**src/rtl/mips_pkg.sv**
```systemverilog
// Shared MIPS pipeline constants and the fetch-stage control decode.
// One fetch_op_e value is resolved per edge from the redirect/stall inputs.
package mips_pkg;

  localparam int PCL_W = 32;
  localparam int IN_W  = 32;

  localparam logic [31:0] NOP_INSTR    = 32'h0000_0000;
  localparam logic [31:0] RESET_PC_DEF = 32'h0000_0000;

  typedef enum logic [1:0] {
    OP_ADVANCE  = 2'd0,
    OP_STALL    = 2'd1,
    OP_REDIRECT = 2'd2
  } fetch_op_e;

  // Redirect wins over stall: a resolved branch must not be held off by a decode hazard.
  function automatic fetch_op_e fetch_op(input logic redirect, input logic stall);
    if (redirect) begin
      return OP_REDIRECT;
    end
    if (stall) begin
      return OP_STALL;
    end
    return OP_ADVANCE;
  endfunction

endpackage

```
**src/rtl/pc_unit.sv**
```systemverilog
// Program counter with wrap-at-IMEM_DEPTH increment and redirect/stall select.
// pc_o is the register itself; pc_next_o is combinational from it. Stall holds the PC.
module pc_unit
  import mips_pkg::*;
#(
  parameter int             PCL        = PCL_W,
  parameter int             IMEM_DEPTH = 64,
  parameter logic [PCL-1:0] RESET_PC   = PCL'(RESET_PC_DEF)
) (
  input  logic           clk,
  input  logic           rst_n,
  input  logic           stall_i,
  input  logic           redirect_i,
  input  logic [PCL-1:0] target_i,
  output logic [PCL-1:0] pc_o,
  output logic [PCL-1:0] pc_next_o
);

  localparam logic [PCL-1:0] LAST_PC = PCL'(IMEM_DEPTH - 1);
  localparam logic [PCL-1:0] DEPTH   = PCL'(IMEM_DEPTH);

  logic [PCL-1:0] pc_q;
  logic [PCL-1:0] pc_d;
  logic [PCL-1:0] target_wrap;

  // IMEM_DEPTH is a power of two, so this reduces to keeping the low address bits.
  assign target_wrap = target_i % DEPTH;

  assign pc_next_o = (pc_q == LAST_PC) ? '0 : pc_q + PCL'(1);

  always_comb begin
    pc_d = pc_q;
    case (fetch_op(redirect_i, stall_i))
      OP_REDIRECT: pc_d = target_wrap;
      OP_STALL:    pc_d = pc_q;
      default:     pc_d = pc_next_o;
    endcase
  end

  always_ff @(posedge clk or negedge rst_n) begin
    if (!rst_n) begin
      pc_q <= RESET_PC;
    end else begin
      pc_q <= pc_d;
    end
  end

  assign pc_o = pc_q;

endmodule

```
**src/rtl/fetch_stage.sv**
```systemverilog
// MIPS instruction fetch: PC drives imem, returned word + PC+1 captured into IF/ID one edge later.
// Stall holds PC and IF/ID; redirect reloads PC and inserts one bubble. FETCH_PERF_EN adds counters.
module fetch_stage
  import mips_pkg::*;
#(
  parameter int             PCL        = PCL_W,
  parameter int             IN         = IN_W,
  parameter int             IMEM_DEPTH = 64,
  parameter logic [PCL-1:0] RESET_PC   = PCL'(RESET_PC_DEF)
) (
  input  logic           clk,
  input  logic           rst_n,
  output logic [PCL-1:0] pc_o,
  input  logic [IN-1:0]  instr_i,
  input  logic           stall_i,
  input  logic           redirect_i,
  input  logic [PCL-1:0] target_i,
  output logic [IN-1:0]  ifid_instr_o,
  output logic [PCL-1:0] ifid_pcplus_o,
  output logic           ifid_valid_o
`ifdef FETCH_PERF_EN
  ,
  output logic [31:0]    fetch_cnt_o,
  output logic [31:0]    bubble_cnt_o
`endif
);

  localparam logic [IN-1:0] NOP = IN'(NOP_INSTR);

  fetch_op_e      op;
  logic [PCL-1:0] pc_next;

  assign op = fetch_op(redirect_i, stall_i);

  pc_unit #(
    .PCL        (PCL),
    .IMEM_DEPTH (IMEM_DEPTH),
    .RESET_PC   (RESET_PC)
  ) u_pc_unit (
    .clk        (clk),
    .rst_n      (rst_n),
    .stall_i    (stall_i),
    .redirect_i (redirect_i),
    .target_i   (target_i),
    .pc_o       (pc_o),
    .pc_next_o  (pc_next)
  );

  // IF/ID register; the wrong-path word fetched alongside a redirect is discarded as a NOP bubble.
  always_ff @(posedge clk or negedge rst_n) begin
    if (!rst_n) begin
      ifid_instr_o  <= NOP;
      ifid_pcplus_o <= '0;
      ifid_valid_o  <= 1'b0;
    end else begin
      case (op)
        OP_REDIRECT: begin
          ifid_instr_o  <= NOP;
          ifid_pcplus_o <= '0;
          ifid_valid_o  <= 1'b0;
        end
        OP_STALL: begin
          ifid_instr_o  <= ifid_instr_o;
          ifid_pcplus_o <= ifid_pcplus_o;
          ifid_valid_o  <= ifid_valid_o;
        end
        default: begin
          ifid_instr_o  <= instr_i;
          ifid_pcplus_o <= pc_next;
          ifid_valid_o  <= 1'b1;
        end
      endcase
    end
  end

`ifdef FETCH_PERF_EN
  always_ff @(posedge clk or negedge rst_n) begin
    if (!rst_n) begin
      fetch_cnt_o  <= '0;
      bubble_cnt_o <= '0;
    end else begin
      case (op)
        OP_REDIRECT: bubble_cnt_o <= bubble_cnt_o + 32'd1;
        OP_ADVANCE:  fetch_cnt_o  <= fetch_cnt_o + 32'd1;
        default: begin
          fetch_cnt_o  <= fetch_cnt_o;
          bubble_cnt_o <= bubble_cnt_o;
        end
      endcase
    end
  end
`endif

endmodule

```
**config.mk**
```make
export PLATFORM = sky130hd
export DESIGN_NAME = fetch_stage
export DESIGN_NICKNAME = d
export VERILOG_FILES = /design/src/rtl/mips_pkg.sv /design/src/rtl/pc_unit.sv /design/src/rtl/fetch_stage.sv
export SDC_FILE = /design/constraint.sdc
export NUM_CORES = 1
export LEC_CHECK = 0
export ABC_AREA = 1
export ABC_CLOCK_PERIOD_IN_PS = 1600
export CAP_MARGIN = 40
export CORE_UTILIZATION = 40
export CTS_CLUSTER_DIAMETER = 30
export DETAILED_ROUTE_END_ITERATION = 10
export PLACE_DENSITY = 0.83
export SYNTH_ARGS = -nofsm -noshare
export SYNTH_HDL_FRONTEND = slang
export SYNTH_SLANG_ARGS = --single-unit
```
**constraint.sdc**
```tcl
create_clock -name clk -period 1.6 [get_ports clk]
set_input_delay 0.4 -clock clk [delete_from_list [all_inputs] [get_ports clk]]
set_output_delay 0.4 -clock clk [all_outputs]
set_load 0.005 [all_outputs]
```
==> out/metrics.yaml, run 1 <==
status: "finished clean"
peakVddDrop_mv: 0.4515
port-buffer-count: 138
grt_pass1_wl_microns: 18910
path_clk_slew_ns: 0.09
cts_max_path_buffers: 2
place_hpwl_microns: 8144
n_antenna_cell: 0
clock_latency_ns: 0.36
firstDrtPassIters: 5
worstPathArrival_ns: 1.87
synth_xor_area_frac: 0.01338
slew_headroom: 0.7434
final.min_clock_period_ns: 1.575
dieArea_sq_um: 10220
layout_commonest_cell: "nand2_1"
synth_cells: 490
reg2reg_from: "u_pc_unit.pc_o[0]$_DFFE_PN0P_"
gp_congestion: 0.9109
grt_pass1_vias: 4038
final_max_slew_viol_count: 0
tritoncts: "built"
antenna_found_initial: 0
cts_made_buffers: 9
crit_required_ns: 1.89
fmax_mhz: 634.7
yosys.area.top_type: "dfrtp_1"
synth_area_leaders: "dfrtp_1 (45%), nand2_1 (15%), a22o_1 (7.6%), buf_4 (5.4%), nor2_1 (5.2%)"
worstPathMaxFanout: 2
ys_ff_latch: 71
cp_slowest_cell: "dfrtp_1"
cp-startpoint: "u_pc_unit.pc_o[0]$_DFFE_PN0P_"
rsz0062_at_grt: "yes"
clock-root-buffer: "clkbuf_8"
grt_max_degree: 72
yosysWarningCount: 0
setup_viol: 0
powerDensity_nw_per_um2: 695.5
overflow: 0
nFillCells: 857
ant_nets: 0
io_pins: 165
drv_cap: 0
synth_fa_ha_area_frac: 0.003185
synth_top_family_by_area: "simple AND/OR/NAND/NOR gates"
cp-end-kind: "flip-flop"
fp.dieW_microns: 101.1
drive_gt1_frac: 0.2392
coreArea_sq_um: 9371
vias: 4097
hold_path.class: "primary input to asynchronous set/reset pin"
hold_viol: 0
grt_use_total: 0.2411
worstPathCellList: "buf_6, ha_4, nand2_4, buf_4, nand2_1, o21ai_0, o21ai_0, nand2_1"
synthDistinctLibCells: 31
muxShareOfSynthArea: 0
first_iter_violations: 245
synth_area_sq_um: 3929
cp-start-kind: "flip-flop"
routed_wl_microns: 12160
layout_common_cells: "nand2_1 (146), dlygate4sd2_1 (94), buf_4 (63)"
drc: 0
register_area_sq_um: 1810
wl_per_cell_microns: 15.16
cts.htree.levels: 3
synth_compound_area_frac: 0.09968
yosysTopAreaCellShare: 0.4522
clock-sinks: 71
slowest_delay_ns: 0.40
worst-setup-path-type: "flip-flop to flip-flop"
skew_ns: 0.01389
ys_seq_area_frac: 0.4522
worst_pin_slew_ns: 0.3849
die_height_microns: 101.1
avgSynthCellArea_sq_um: 8.018
synth_simple_gate_area_frac: 0.3232
placementRows: 35
period_share: 0.9847
start_util: 0.4192
finalNetCount: 737
multi_input_area_sq_um: 1822
avgViaCountPerCell: 5.108
finalSetupTns_ns: 0
p_total_uw: 4186
area_growth_pct: 53.18
syn_nets: 559
p_leak_uw: 0.003166
## cell type report
cell class / count / share of cell area
Inverter: 42 / 0.02620
Clock inverter: 6 / 0.01559
Sequential cell: 71 / 0.3008
Timing Repair Buffer: 208 / 0.3067
Clock buffer: 10 / 0.02121
Tap cell: 129 / 0.02682
Multi-Input combinational cell: 336 / 0.3027
## layer usage
layer,up-vias,GRT usage,share of wire
met4,0,0.09142,0.022
met3,28,0.06935,0.087
met2,207,0.4066,0.49
met1,1937,0.2926,0.40
li1,1925,-,-
met5,-,0,0
## sequential cells by signal (all words and copies together) (netlist names)
signal	flops
ifid_instr_o	32
ifid_pcplus_o	31
u_pc_unit.pc_o	7
ifid_valid_o	1
## per-stage QoR
stage                     setup WS (ns)  std cells  area (sq um)    util  hold slack (ns)
after floorplan                  0.1180        490          3929       -           0.1044
after global placement          -0.1302        733          5376  0.5737           0.4487
after detailed placement        -0.2057        733          5376  0.5737           0.4449
after CTS                      0.004559        794          5859  0.6252          0.07707
after global routing           -0.05711        802          6018  0.6422          0.08123
final                           0.02455        802          6018  0.6422          0.03911
## worst paths after layout
kind                            cells after the start  slack [ns]                            end
worst max-delay path                                8        0.02  u_pc_unit.pc_o[2]$_DFFE_PN0P_
worst max register to register                      8        0.02  u_pc_unit.pc_o[2]$_DFFE_PN0P_
worst min register to register                      2        0.49   ifid_pcplus_o[0]$_DFFE_PN0P_
max in group asynchronous                           2        1.21  u_pc_unit.pc_o[5]$_DFFE_PN0P_
worst min-delay path                                2        0.04  ifid_pcplus_o[16]$_DFFE_PN0P_
min in group clk                                    2        0.49   ifid_pcplus_o[0]$_DFFE_PN0P_
## synth_stat cells
master and n:
o2111ai_1 1, nand2_2 4, nand3_1 22, nand2_1 154, nor3_4 1, o21ai_1 1
nor3_1 1, nand2_4 1, nor2_2 3, a22o_1 34, o21ai_0 13, nor2_8 1
nor2_1 54, xnor2_1 2, or2_2 2, inv_2 3, clkbuf_1 2, nand3_4 1
buf_4 28, o211ai_1 1, xor2_1 4, nand3_2 4, nand4_1 24, buf_2 7
nor2_4 5, o21a_1 1, and2_1 1, inv_1 39, ha_1 1, buf_1 4
dfrtp_1 71
## worst max-delay path, delay by kind of cell (launching register included)
family                   cells  cell delay (ns)
AO/OA/AOI/OAI                2             0.47
adder cells (fa/ha/maj)      1             0.16
buffers and inverters        2             0.26
flip-flops                   1             0.40
AND/OR/NAND/NOR              3             0.24
## cells by family (layout without fill, tap and decap cells)
family	after synthesis	count (layout)
and+or+nand+nor	278	278
DFF	71	71
adders and majority gates	1	1
buffers and inverters	83	266
AOI/OAI and AO/OA	51	51
xor gates and xnor gates	6	6
## power breakdown
part | internal (uW) | switching, uW | total (uW)
clock network | 889 | 749 | 1640
logic | 327 | 298 | 625
registers | 1870 | 49.1 | 1920
total | 3090 | 1100 | 4190
## repair_timing
action	CTS	global route
endpoints found under the setup margin	97	35
cloned	0	0
gates resized for setup	127	33
pin swaps	1	16
setup buffers	45	9
hold buffers	0	0
Note: power is estimated with default switching activity, not from simulation.
==> run 2, diff against run 1 <==
Settings changed: SKIP_LAST_GASP set to 1.
==> run 2 against run 1 <==
Net effect:
- wire length fell by 0.31%
- sequential share of layout area rose by 0.063 points
- worst hold slack got worse by 0.0033 ns
- sequential cell count did not move
- first-iteration DRC count rose by 28%
- via count rose by 0.68%
- die area did not move
- largest cell class unchanged
- register-to-register slack improved by 0.02 ns
- final cell count did not move
- utilization fell by 0.13 points
==> out/metrics.yaml, run 2 (synthesis results as in run 1) <==
status: "finished clean"
drive_gt1_frac: 0.2377  # -0.001486
first_iter_violations: 313  # +28%
layout_common_cells: "nand2_1 (147), dlygate4sd2_1 (93), buf_4 (64)"
overflow: 0  # unchanged
worstPathCellList: "buf_4, dlygate4sd2_1"
dp_cells: 733  # unchanged
use_met3: 0.05964  # -0.009709
finish.instance_area_sq_um: 6006  # -0.21%
worst_pin_slew_ns: 0.3800  # -0.004933 ns
drv_cap: 0  # unchanged
top_usage_layer: "met2"
coreArea_sq_um: 9371  # unchanged
largest_reg_flops: 32  # unchanged
tritoncts: "built"
stdcell_count: 802  # unchanged
clock-sinks: 71  # unchanged
worstPathMaxFanout: 2  # unchanged
period_share: 0.9839  # about the same
vias: 4125  # +0.68%
cp-start-kind: "flip-flop"
place_hpwl_microns: 8144  # unchanged
worst-setup-path-type: "flip-flop to output pin"
layout_commonest_cell: "nand2_1"
met1_usage: 0.2917  # -0.0008865
p_leak_uw: 0.003178  # +0.41%
cp_slowest_cell: "dfrtp_2"
worstPathArrival_ns: 1.17  # -0.70 ns
rsz0062_at_grt: "yes"
crit_required_ns: 1.20  # -0.69 ns
die_height_microns: 101.1  # unchanged
clock_latency_ns: 0.36  # about the same
port-buffer-count: 138  # unchanged
io_pins: 165  # unchanged
grt_max_degree: 72  # unchanged
skew_ns: 0.01405  # +0.0001598 ns
gp_congestion: 0.9109  # unchanged
firstDrtPassIters: 5  # unchanged
avgViaCountPerCell: 5.143  # +0.68%
path_clk_slew_ns: 0.09  # about the same
fp.dieW_microns: 101.1  # unchanged
cts.htree.levels: 3  # unchanged
grt_pass1_vias: 3991  # -1.2%
ctsHoldBuffers: 0  # unchanged
hold_viol: 0  # unchanged
wl_per_cell_microns: 15.11  # -0.31%
regMostFlops: "ifid_instr_o"
cts_max_path_buffers: 2  # unchanged
grt_use_total: 0.2399  # -0.001192
clock-root-buffer: "clkbuf_8"
ant_nets: 0  # unchanged
fmax_mhz: 635.3  # about the same
cp-end-kind: "output pin"
n_antenna_cell: 0  # unchanged
cts_made_buffers: 9  # unchanged
routed_wl_microns: 12120  # -0.31%
setup_viol: 0  # unchanged
slowest_delay_ns: 0.42  # +0.02 ns
global_route.usage.met2: 0.4040  # -0.002616
peakVddDrop_mv: 0.4456  # -1.3%
drc: 0  # unchanged
final_max_slew_viol_count: 0  # unchanged
start_util: 0.4192  # unchanged
antenna_found_initial: 0  # unchanged
placementRows: 35  # unchanged
placed_area_sq_um: 5376  # unchanged
grt_pass1_wl_microns: 18780  # -0.69%
hold_path.class: "primary input to asynchronous set/reset pin"
powerDensity_nw_per_um2: 696.1  # about the same
finalNetCount: 737  # unchanged
area_growth_pct: 52.87
final.min_clock_period_ns: 1.574  # -0.001285 ns
slew_headroom: 0.7467  # +0.003289
dieArea_sq_um: 10220  # unchanged
run 2: cell types whose count changed in the layout (fill, tap and decap cells not counted), sizes merged:
cell          change
dlygate4sd2       -1
dlymetal6s2s      +1
run 2: layout make-up:
class                   instances  area (sq um)
clock buffers                  10         127.6
well taps                     129         161.4
clock inverters                 6         93.84
flip-flops and latches         71          1810
inverters                      42         157.7
repair buffers                208          1846
fillers                       862          3366
multi-input cells             336          1809
run 2: timing repair:
item / CTS / global route
resized for setup: 123 / 32
gates cloned: 0 / 0
pin swaps: 0 / 15
buffers inserted: 45 / 8
setup endpoints to repair: 97 / 35
run 2: critical path: cells and delay by family, from the launching register on:
kind                   cells  cell delay (ns)
flip-flops                 1             0.42
buffers and inverters      2             0.39
run 2: report_power, final:
part	switching, uW	leakage (uW)	internal [uW]
logic	294	0.00216	325
registers	48.1	0.000909	1870
clock network	751	0.000107	889
run 2: per-stage QoR:
step                      setup slack, ns  setup TNS, ns  hold slack (ns)  total power [uW]    util
after floorplan                    0.1180              0           0.1044              2167       -
after global placement            -0.1302         -6.037           0.4487              2553  0.5737
after detailed placement          -0.2057         -9.360           0.4449              2569  0.5737
after CTS                        -0.06657        -0.3711          0.07707              4177  0.6242
after global routing             -0.07202        -0.3517          0.08444              4361  0.6409
final                             0.02583              0          0.03577              4181  0.6409
run 2: final timing paths:
kind	startpoint	to	slack, ns	cells after the start
max	ifid_pcplus_o[26]$_DFFE_PN0P_	ifid_pcplus_o[26]	0.03	2
min	rst_n	ifid_pcplus_o[16]$_DFFE_PN0P_	0.04	2
max reg2reg	ifid_pcplus_o[25]$_DFFE_PN0P_	u_pc_unit.pc_o[0]$_DFFE_PN0P_	0.04	8
min reg2reg	ifid_pcplus_o[0]$_DFFE_PN0P_	ifid_pcplus_o[0]$_DFFE_PN0P_	0.49	2
max in group asynchronous	rst_n	ifid_pcplus_o[28]$_DFFE_PN0P_	1.22	2
min in group clk	ifid_pcplus_o[0]$_DFFE_PN0P_	ifid_pcplus_o[0]$_DFFE_PN0P_	0.49	2
run 2: routing by layer:
layer	up-vias	wire length [microns]	share of wire
met2	210	5881	0.49
met5	-	0	0
met3	32	1043	0.086
li1	1931	-	-
met1	1952	4898	0.40
met4	0	296	0.024
